==> src/rtl/player_draw_pkg.sv <==
// player_draw_pkg -- definitions shared by player_draw and block_scan.
//   SCREEN_W / SCREEN_H : visible VGA area; pixels outside it are never plotted.
//   COLOUR_W            : width of a pixel colour.
//   CNT_W               : width of a block column/row counter (blocks are up to 16 px).
//   state_t             : update sequencer states.
//   on_screen()         : true when an unwrapped pixel coordinate lies on screen.
package player_draw_pkg;
  localparam int SCREEN_W = 160;
  localparam int SCREEN_H = 120;
  localparam int COLOUR_W = 3;
  localparam int CNT_W    = 4;

  typedef enum logic [1:0] {S_IDLE, S_ERASE, S_DRAW, S_DONE} state_t;

  function automatic logic on_screen(input logic [8:0] x, input logic [7:0] y);
    return (x < 9'(SCREEN_W)) && (y < 8'(SCREEN_H));
  endfunction
endpackage

==> src/rtl/player_draw_block_scan.sv <==
// block_scan -- row-major pixel counter over a BLOCK_W x BLOCK_H block.
//   clock, resetn : rising-edge clock, synchronous active-low reset
//   start         : restart the scan at (0,0)
//   enable        : advance one pixel (column fastest, wraps at block end)
//   col_nxt/row_nxt : counter value after this edge, so the parent can
//                   register pixel outputs in the same cycle the counter moves
//   last          : current count is the final pixel (BLOCK_W-1, BLOCK_H-1)
module block_scan
  import player_draw_pkg::*;
#(
  parameter int BLOCK_W = 10,
  parameter int BLOCK_H = 10
) (
  input  logic             clock,
  input  logic             resetn,
  input  logic             start,
  input  logic             enable,
  output logic [CNT_W-1:0] col_nxt,
  output logic [CNT_W-1:0] row_nxt,
  output logic             last
);
  logic [CNT_W-1:0] col, row;
  logic             col_end, row_end;

  assign col_end = (col == CNT_W'(BLOCK_W - 1));
  assign row_end = (row == CNT_W'(BLOCK_H - 1));
  assign last    = col_end && row_end;

  always_comb begin
    col_nxt = col;
    row_nxt = row;
    if (start) begin
      col_nxt = '0;
      row_nxt = '0;
    end else if (enable) begin
      if (col_end) begin
        col_nxt = '0;
        row_nxt = row_end ? '0 : row + 1'b1;
      end else begin
        col_nxt = col + 1'b1;
      end
    end
  end

  always_ff @(posedge clock) begin
    if (!resetn) begin
      col <= '0;
      row <= '0;
    end else begin
      col <= col_nxt;
      row <= row_nxt;
    end
  end
endmodule

==> src/rtl/player_draw.sv <==
// player_draw -- erases a block at its old position and redraws it at a new one.
//   clock, resetn          : rising-edge clock, synchronous active-low reset
//   go                     : start an update (only honoured in IDLE)
//   x_in, y_in, colour_in  : new block top-left and colour, latched on go
//   vga_x, vga_y, vga_colour, plot : registered pixel write to the VGA adapter
//   busy                   : high for every erase/draw pixel cycle
//   done                   : one-cycle pulse after the last drawn pixel
// Build option: define PLAYER_DRAW_ERASE_EN to erase the previous block
// position (in BG_COLOUR) before drawing; otherwise every update only draws.
module player_draw
  import player_draw_pkg::*;
#(
  parameter int                  BLOCK_W   = 10,
  parameter int                  BLOCK_H   = 10,
  parameter logic [COLOUR_W-1:0] BG_COLOUR = 3'b000
) (
  input  logic                clock,
  input  logic                resetn,
  input  logic                go,
  input  logic [7:0]          x_in,
  input  logic [6:0]          y_in,
  input  logic [COLOUR_W-1:0] colour_in,
  output logic [7:0]          vga_x,
  output logic [6:0]          vga_y,
  output logic [COLOUR_W-1:0] vga_colour,
  output logic                plot,
  output logic                busy,
  output logic                done
);
  state_t              state, state_nxt;
  logic [7:0]          new_x, new_x_d;
  logic [6:0]          new_y, new_y_d;
  logic [COLOUR_W-1:0] new_c, new_c_d;
`ifdef PLAYER_DRAW_ERASE_EN
  logic [7:0]          old_x;
  logic [6:0]          old_y;
  logic                old_vld;
`endif
  logic                scan_start, scan_en, last;
  logic [CNT_W-1:0]    col_nxt, row_nxt;
  logic [7:0]          base_x;
  logic [6:0]          base_y;
  logic [8:0]          px;
  logic [7:0]          py;
  logic [7:0]          x_d;
  logic [6:0]          y_d;
  logic [COLOUR_W-1:0] c_d;
  logic                plot_d, busy_d, done_d;

  block_scan #(.BLOCK_W(BLOCK_W), .BLOCK_H(BLOCK_H)) u_scan (
    .clock   (clock),
    .resetn  (resetn),
    .start   (scan_start),
    .enable  (scan_en),
    .col_nxt (col_nxt),
    .row_nxt (row_nxt),
    .last    (last)
  );

  // Next state, plus scan control derived from the transition.
  always_comb begin
    state_nxt = state;
    case (state)
      S_IDLE:  if (go) begin
`ifdef PLAYER_DRAW_ERASE_EN
        state_nxt = old_vld ? S_ERASE : S_DRAW;
`else
        state_nxt = S_DRAW;
`endif
      end
      S_ERASE: if (last) state_nxt = S_DRAW;
      S_DRAW:  if (last) state_nxt = S_DONE;
      S_DONE:  state_nxt = S_IDLE;
      default: state_nxt = S_IDLE;
    endcase
    scan_start = (state_nxt != state) && (state_nxt == S_ERASE || state_nxt == S_DRAW);
    scan_en    = (state_nxt == state) && (state == S_ERASE || state == S_DRAW);
  end

  // Output D-values: pixel outputs are registered from the *next* state and
  // counter so the first pixel of a phase appears the cycle after entry.
  always_comb begin
    // In IDLE the latch is loading this edge, so draw from the inputs directly.
    new_x_d = new_x;
    new_y_d = new_y;
    new_c_d = new_c;
    if (state == S_IDLE && go) begin
      new_x_d = x_in;
      new_y_d = y_in;
      new_c_d = colour_in;
    end
    base_x = new_x_d;
    base_y = new_y_d;
    c_d    = new_c_d;
`ifdef PLAYER_DRAW_ERASE_EN
    if (state_nxt == S_ERASE) begin
      base_x = old_x;
      base_y = old_y;
    end
`endif
    if (state_nxt == S_ERASE) c_d = BG_COLOUR;
    // Widened sums: off-screen pixels are suppressed rather than wrapped.
    px     = {1'b0, base_x} + 9'(col_nxt);
    py     = {1'b0, base_y} + 8'(row_nxt);
    busy_d = (state_nxt == S_ERASE) || (state_nxt == S_DRAW);
    plot_d = busy_d && on_screen(px, py);
    done_d = (state_nxt == S_DONE);
    x_d    = busy_d ? px[7:0] : '0;
    y_d    = busy_d ? py[6:0] : '0;
    if (!busy_d) c_d = '0;
  end

  always_ff @(posedge clock) begin
    if (!resetn) begin
      state      <= S_IDLE;
      new_x      <= '0;
      new_y      <= '0;
      new_c      <= '0;
      vga_x      <= '0;
      vga_y      <= '0;
      vga_colour <= '0;
      plot       <= 1'b0;
      busy       <= 1'b0;
      done       <= 1'b0;
`ifdef PLAYER_DRAW_ERASE_EN
      old_x      <= '0;
      old_y      <= '0;
      old_vld    <= 1'b0;
`endif
    end else begin
      state      <= state_nxt;
      new_x      <= new_x_d;
      new_y      <= new_y_d;
      new_c      <= new_c_d;
      vga_x      <= x_d;
      vga_y      <= y_d;
      vga_colour <= c_d;
      plot       <= plot_d;
      busy       <= busy_d;
      done       <= done_d;
`ifdef PLAYER_DRAW_ERASE_EN
      if (state == S_DONE) begin
        old_x   <= new_x;
        old_y   <= new_y;
        old_vld <= 1'b1;
      end
`endif
    end
  end
endmodule

==> config.mk <==
export PLATFORM = sky130hd
export DESIGN_NAME = player_draw
export DESIGN_NICKNAME = d
export VERILOG_FILES = /design/src/rtl/player_draw_pkg.sv /design/src/rtl/player_draw_block_scan.sv /design/src/rtl/player_draw.sv
export SDC_FILE = /design/constraint.sdc
export NUM_CORES = 1
export LEC_CHECK = 0
export ABC_AREA = 1
export CORE_MARGIN = 3
export CORE_UTILIZATION = 45
export CTS_CLUSTER_SIZE = 24
export DETAILED_ROUTE_END_ITERATION = 10
export PLACE_DENSITY_LB_ADDON = 0.25
export SYNTH_ARGS = -nofsm -noshare
export SYNTH_HDL_FRONTEND = slang
export SYNTH_SLANG_ARGS = --single-unit
==> constraint.sdc <==
create_clock -name clock -period 8.4 [get_ports clock]
set_input_delay 2.52 -clock clock [delete_from_list [all_inputs] [get_ports clock]]
set_output_delay 2.52 -clock clock [all_outputs]
set_load 0.01 [all_outputs]
Word-level counts from Yosys, hierarchy flattened
Cells that the tools add are included.
{"block": "op_classes", "n_addsub": 4, "order_cmp": 2, "n_eq_ne": 10, "n_mux": 14, "bitwise": 2, "n_reduce_logical": 11}
{"cell": "$mux W4", "count": 7}
{"cell": "$add A8 B4 Y9", "count": 1}
{"cell": "$lt A9 B8 Y1 const B", "count": 1}
{"cell": "$add A4 B1 Y4 const B", "count": 2}
{"cell": "$add A7 B4 Y8", "count": 1}
{"cell": "$eq A2 B2 Y1 const B", "count": 4}
{"cell": "$eq A4 B4 Y1 const B", "count": 2}
{"cell": "$lt A8 B7 Y1 const B", "count": 1}
{"cell": "$mux W8", "count": 1}
{"cell": "$pmux W2 S4", "count": 1}
{"cell": "$mux W7", "count": 1}
{"cell": "$logic_and A1 B1 Y1", "count": 6}
{"cell": "$mux W2", "count": 3}
{"cell": "$eq A2 B1 Y1 const B", "count": 2}
{"cell": "$mux W3", "count": 1}
{"cell": "$reduce_or A3 Y1", "count": 1}
{"cell": "$eq A2 B2 Y1", "count": 1}
{"cell": "$logic_not A2 Y1", "count": 1}
{"cell": "$logic_or A1 B1 Y1", "count": 2}
{"cell": "$ne A2 B2 Y1", "count": 1}
{"cell": "$not A1 Y1", "count": 2}
{"cell": "$reduce_and A2 Y1", "count": 1}
{"block": "totals", "register_bits": 49, "inputBits": 21, "out_inout_bits": 21}

Longest topological paths before layout
{"block": "depth", "ltp_word": 12, "depth_mapped": 28, "mapped_depth_nobuf": 28}

Modules after synthesis
From an unflattened synthesis, not the netlist that was laid out.
{"block": "unflattened", "cells_unflattened": 343, "hier_area_um2": 2529.9}
{"module": "player_draw", "instances": 1, "cells_each": 264, "area_each_um2": 2021.9, "seq_area_each_um2": 820.8}
{"module": "block_scan", "instances": 1, "cells_each": 79, "area_each_um2": 508.0, "seq_area_each_um2": 160.2}

Worst setup path after synthesis
No wires, ideal clock.
{"block": "synth_timing", "path_kind": "input to register", "from": "input port go", "to": "register plot", "setup_time_ps": 110, "t_arrival_ps": 4965, "t_required_ps": 8290, "path_slack_ps": 3325, "stages": 19, "path_cell_list": "nor2_1 > inv_1 > o21ai_0 > inv_1 > ha_1 > o21ai_4 > nand3_1 > inv_1 > ha_1 > fa_1 > nand2_1 > inv_1 > o21ai_0 > a21o_1 > nand2_1 > nor3_1 > nand2_1 > nand2_1 > nor2_1"}
{"block": "synth_between", "elab_chain_len": 10}
{"item": "start: declaration", "line_no": "player_draw.sv:19", "rtl": "input logic go,"}
{"item": "$mux W2 *", "line_no": "player_draw.sv:64", "rtl": "S_IDLE: if (go) begin"}
{"item": "$pmux W2 S4 *", "line_no": "player_draw.sv:63", "rtl": "case (state)"}
{"item": "net state_nxt[1]", "line_no": "player_draw.sv:30", "rtl": "state_t state, state_nxt;"}
{"item": "$eq A2 B1 Y1 or $eq A2 B2 Y1 (tied branches)", "line_no": "player_draw.sv:105", "rtl": "busy_d = (state_nxt == S_ERASE) || (state_nxt == S_DRAW);"}
{"item": "$logic_or A1 B1 Y1 *", "line_no": "player_draw.sv:105"}
{"item": "net busy_d", "line_no": "player_draw.sv:48", "rtl": "logic plot_d, busy_d, done_d;"}
{"item": "$logic_and A1 B1 Y1 *", "line_no": "player_draw.sv:76", "rtl": "scan_start = (state_nxt != state) && (state_nxt == S_ERASE || state_nxt == S_DRAW);"}
{"item": "$mux W4 *", "line_no": "player_draw_block_scan.sv:32", "rtl": "if (start) begin"}
{"item": "net row_nxt[0]", "line_no": "player_draw.sv:40", "rtl": "logic [CNT_W-1:0] col_nxt, row_nxt;"}
{"item": "$add A7 B4 Y8 *", "line_no": "player_draw.sv:104", "rtl": "py = {1'b0, base_y} + 8'(row_nxt);"}
{"item": "$lt A8 B7 Y1 *", "line_no": "player_draw_pkg.sv:16", "rtl": "return (x < 9'(SCREEN_W)) && (y < 8'(SCREEN_H));"}
{"item": "$logic_and A1 B1 Y1 *", "line_no": "player_draw_pkg.sv:16"}
{"item": "$logic_and A1 B1 Y1 *", "line_no": "player_draw.sv:106", "rtl": "plot_d = busy_d && on_screen(px, py);"}
{"item": "end signal: assignment", "line_no": "player_draw.sv:138", "rtl": "plot <= plot_d;"}
{"item": "end: declaration", "line_no": "player_draw.sv:26", "rtl": "output logic plot,"}
The timed path passes the listed nets; every way through them passes the cells marked *.
A chain may end at the register's enable or synchronous reset.

Worst setup path after layout
Same ends and word-level chain as after synthesis.

==> flow_results.org <==
** Outcome
- The flow ran to the end, and the final reports show no timing, DRC or antenna violations.

** Timing
- Maximum operating frequency :: between 0.15 and 0.2 GHz
- Max transition margin :: 63.8%
- Setup repair after global routing missed its margin :: false
- The number of max-slew violations in the final report came to 0.
- Counting I/O delays and the setup requirement, the final critical path takes 5.45 ns.
- At the pin with the least slew margin, the transition time is ~0.54 ns.
- # setup viols final :: 0
- The count of final hold-check violations is 0.
- Accumulated negative setup slack :: 0 ns
- Max Clock Skew :: 0.00659 ns
- Dividing the final minimum period by the clock period gives between 60% and 70%.

** Global routing
- Maximum number of pins on one net before global-route repair :: 31
- In the global route stage, met2 resource usage came out at 28.3%.
- Antenna violations before repair :: 0
- Leftover overflow at the end of global routing :: 0
- Global routing used 20.1% of the available met1 tracks.
- The number of global-route vias before repair came to 2,040.
- met2 is the most crowded layer.
- For this run, global-route usage on met3 was measured as 3.59%.
- First-pass GRT wire length :: ~8400 um
- GRT Resource Usage Total :: around 16%

** Yosys
- After synthesis the netlist holds a flip-flop and latch count of between 40 and 50.
- Synthesized-area fraction occupied by adder cells :: 9.70%
- Number of warning messages in the yosys log :: 0
- Most used standard cell by instance count after synthesis :: inv_1
- Proportion of synthesized chip area in sequential cells :: 39.6%
- After synthesis, the most frequently instantiated cells are 62 x inv_1, 58 x nand2_1, 58 x nor2_1, 49 x dfxtp_1, 25 x nand3_1.
- Measured against the total synthesized area, the mux share comes to 2.42%.
- Number of distinct library cells after synthesis :: 30
- The most used flip-flop cell after synthesis is dfxtp_1.
- By area, the combinational part of the netlist is dominated by simple AND/OR/NAND/NOR gates.
- Portion of synthesized cell area occupied by the leading cell type :: between 30 and 40%
- Synth area leader :: dfxtp_1
- Area fraction in and, or, nand and nor cells after synthesis :: 28.8%
- Counting flops with a built-in enable in the synthesized netlist gives 0.
- After synthesis, the share of flip-flops with an asynchronous set or reset is 0%.
- Fraction of synthesized cell area in xor and xnor cells :: 1.77%
- Synthesis produced a netlist with a net count of approximately 380.
- Sorting the synthesized cells by area gives the leading types as dfxtp_1 40%, inv_1 9.4%, nand2_1 8.8%, nor2_1 8.8%, ha_1 8.1%.
- The cell count after synthesis came out at about 340.
- Compound-gate portion of the synthesized area :: 6.72%
- Cell area after technology mapping :: 2480 um2
- A synthesized cell averages 7.31 um2.

** Worst hold path
- The startpoint identified for the worst hold timing path is new_c[0]$_SDFF_PN0_.
- Worst Hold Class :: reg -> reg

** Clocking
- CTS tree :: done
- After clock tree synthesis, the clock-pin slew on the worst setup and hold paths is 0.09 ns.
- Maximum level of the CTS H-tree :: 2
- Number of buffers inserted for hold repair after clock tree synthesis :: 0
- Post-CTS setup-driven buffer insertion count :: 0
- Clock tree synthesis inserted a total of 5 buffers.
- The clock passes through at most 2 buffers.
- CTS placed an instance of clkbuf_8 at the clock tree root.
- Worst-skew pair later-pin latency :: about 0.30 ns
- Number of gates resized after CTS :: 0
- Clock sink total :: 49

** Setup path
- Data on the critical path is required at its endpoint by 8.61 ns.
- Dominant delay contributor by cell family on the critical path :: adder cells
- Cell chain of the critical path :: clkdlybuf4s50_1, nor2_1, inv_1, o21ai_0, inv_1, ha_1, o21ai_4, nand3_1, inv_1, ha_1, fa_1, nand2_1, inv_1, o21ai_0, a21o_1, nand2_1, nor3_1, nand2_1, nand2_1, nor2_1
- Along the worst path, the maximum fanout reaches 8.
- For this design, the slowest cell found on the critical path is clkdlybuf4s50_1.
- Max stage delay on crit path :: 0.42 ns
- Critical path buffers and inverters :: 5
- The startpoint identified for the worst register-to-register timing path is state[0]$_SDFF_PN0_.
- In this run the worst setup path begins at go.
- WS Path Type :: in -> reg
- FF-to-FF setup slack :: about 4.7 ns
- Endpoint type of the worst setup path :: flop
- STA classifies the critical path startpoint as an input pin.
- Data arrival time of the critical path :: approximately 5.7 ns

** Power
- In this run the static leakage power is ~1.5 nW.
- Peak supply drop :: 0.121 mV
- Areal power density over the cells :: 196 nW/um2

** Routing
- For this run, design rule violations remaining after detail routing come to 0.
- Wires add up to roughly 4700 um.
- Once detail routing completed, the nets flagged for antenna violations numbered 0.
- The detailed router placed 2,078 vias in this run.
- Routed wirelength normalized by instance count :: 10.5 um
- Using the TritonRoute via totals, the vias-per-cell ratio works out to 4.60.
- The first detailed-routing pass took 4 iterations.
- Iter 0 DRT Violations :: 58

** Job
- The tool flagged a number of max-cap violations equal to 0.

** Floorplan
- The floorplan has 26 rows.
- The die is 80.2 um tall.
- Initial Utilization :: a little under half
- 42 I/O pins were placed.
- The die covers 6430 um2.
- Core region area :: 5200 um2
- Die X-Extent :: 80.2 um

** Cells and area
- Area overhead of the layout relative to synthesis :: 24.0%
- Cell area after layout :: roughly 3100 um2
- Count of antenna diodes in the layout :: 0
- In the final design database the tool counted 420 nets.
- At the end of the flow the core is filled with cells to just under 60%.
- The post-route netlist has under 10% of its cells at a drive strength greater than 1.

** Placed design
- Global placement routability congestion :: just over 0.8
- In this run the cell area measured after placement is 2950 um2.
- HPWL after detailed placement :: roughly 3600 um
- Buffers added on ports :: 41
where the power goes:
| part | leakage [nW] | switching, mW | internal [mW] |
|---|---|---|---|
| logic | 1.07 | 0.0928 | 0.0716 |
| registers | 0.403 | 0.00899 | 0.256 |
| clock network | 0.0574 | 0.0775 | 0.0968 |
| total | 1.53 | 0.179 | 0.424 |
worst paths after layout:
path	depth (start not counted)	end
hold / removal	2	vga_colour[0]$_SDFF_PP0_
hold reg to reg	2	vga_colour[0]$_SDFF_PP0_
setup / recovery	20	plot$_SDFF_PN0_
setup reg to reg	22	plot$_SDFF_PN0_
state kept, by name, summed over array words and instances, names as in the netlist:
signal and flops:
new_y 7, busy 1, vga_x 8, u_scan.col 4
new_c 3, new_x 8, state 2, vga_colour 3
u_scan.row 4, vga_y 7, done 1, plot 1
final cells by class:
class	count	area (um2)
clock buffer	6	82.6
clock inverter	2	37.5
sequential	49	981
tap	70	87.6
multi-input combinational	219	1220
fill	488	2130
inverter	64	240
timing repair buffer	42	418
per-layer routing:
| metal | share of wire [%] | vias up |
|---|---|---|
| li1 | - | 1118 |
| met1 | 46 | 910 |
| met2 | 47 | 43 |
| met3 | 5.2 | 7 |
| met4 | 1.7 | 0 |
| met5 | 0 | - |
tightest hold or removal path: stages, from the launching register on:
cell and delay [ns]:
dfxtp_1 0.31, mux2i_1 0.08, nor2_1 0.08
kinds of logic after synthesis:
family,count (synthesis)
and+or+nand+nor,161
buffers and inverters,71
DFF,49
AOI/OAI and AO/OA,29
adders and majority gates,18
muxes,6
xor gates and xnor gates,5
cell usage in the layout, fill, tap and decap left out, types with 2 or more instances in the layout:
master / Yosys / layout
a21oi_1: 6 / 6
clkbuf_8: 0 / 6
clkdlybuf4s50_1: 0 / 41
dfxtp_1: 49 / 49
fa_1: 2 / 2
ha_1: 16 / 16
inv_1: 62 / 62
inv_2: 2 / 2
mux2i_1: 6 / 6
nand2_1: 58 / 58
nand2_2: 5 / 5
nand3_1: 25 / 25
nand3_2: 3 / 3
nor2_1: 58 / 58
nor2_4: 2 / 2
nor3_1: 4 / 4
o21ai_0: 15 / 15
o21ai_1: 3 / 3
or2_2: 3 / 3
xor2_1: 5 / 5
metrics by stage:
stage,worst slack [ns],hold WS (ns),instances,total power [mW]
6_report,2.95,0.497,452,0.604
5_1_grt,2.61,0.526,452,0.646
4_1_cts,2.95,0.502,452,0.609
3_5_place_dp,2.62,0.485,444,0.435
3_3_place_gp,2.71,0.471,444,0.432
2_1_floorplan,3.33,0.460,339,0.379
Note: power is estimated with default switching activity, not from simulation.
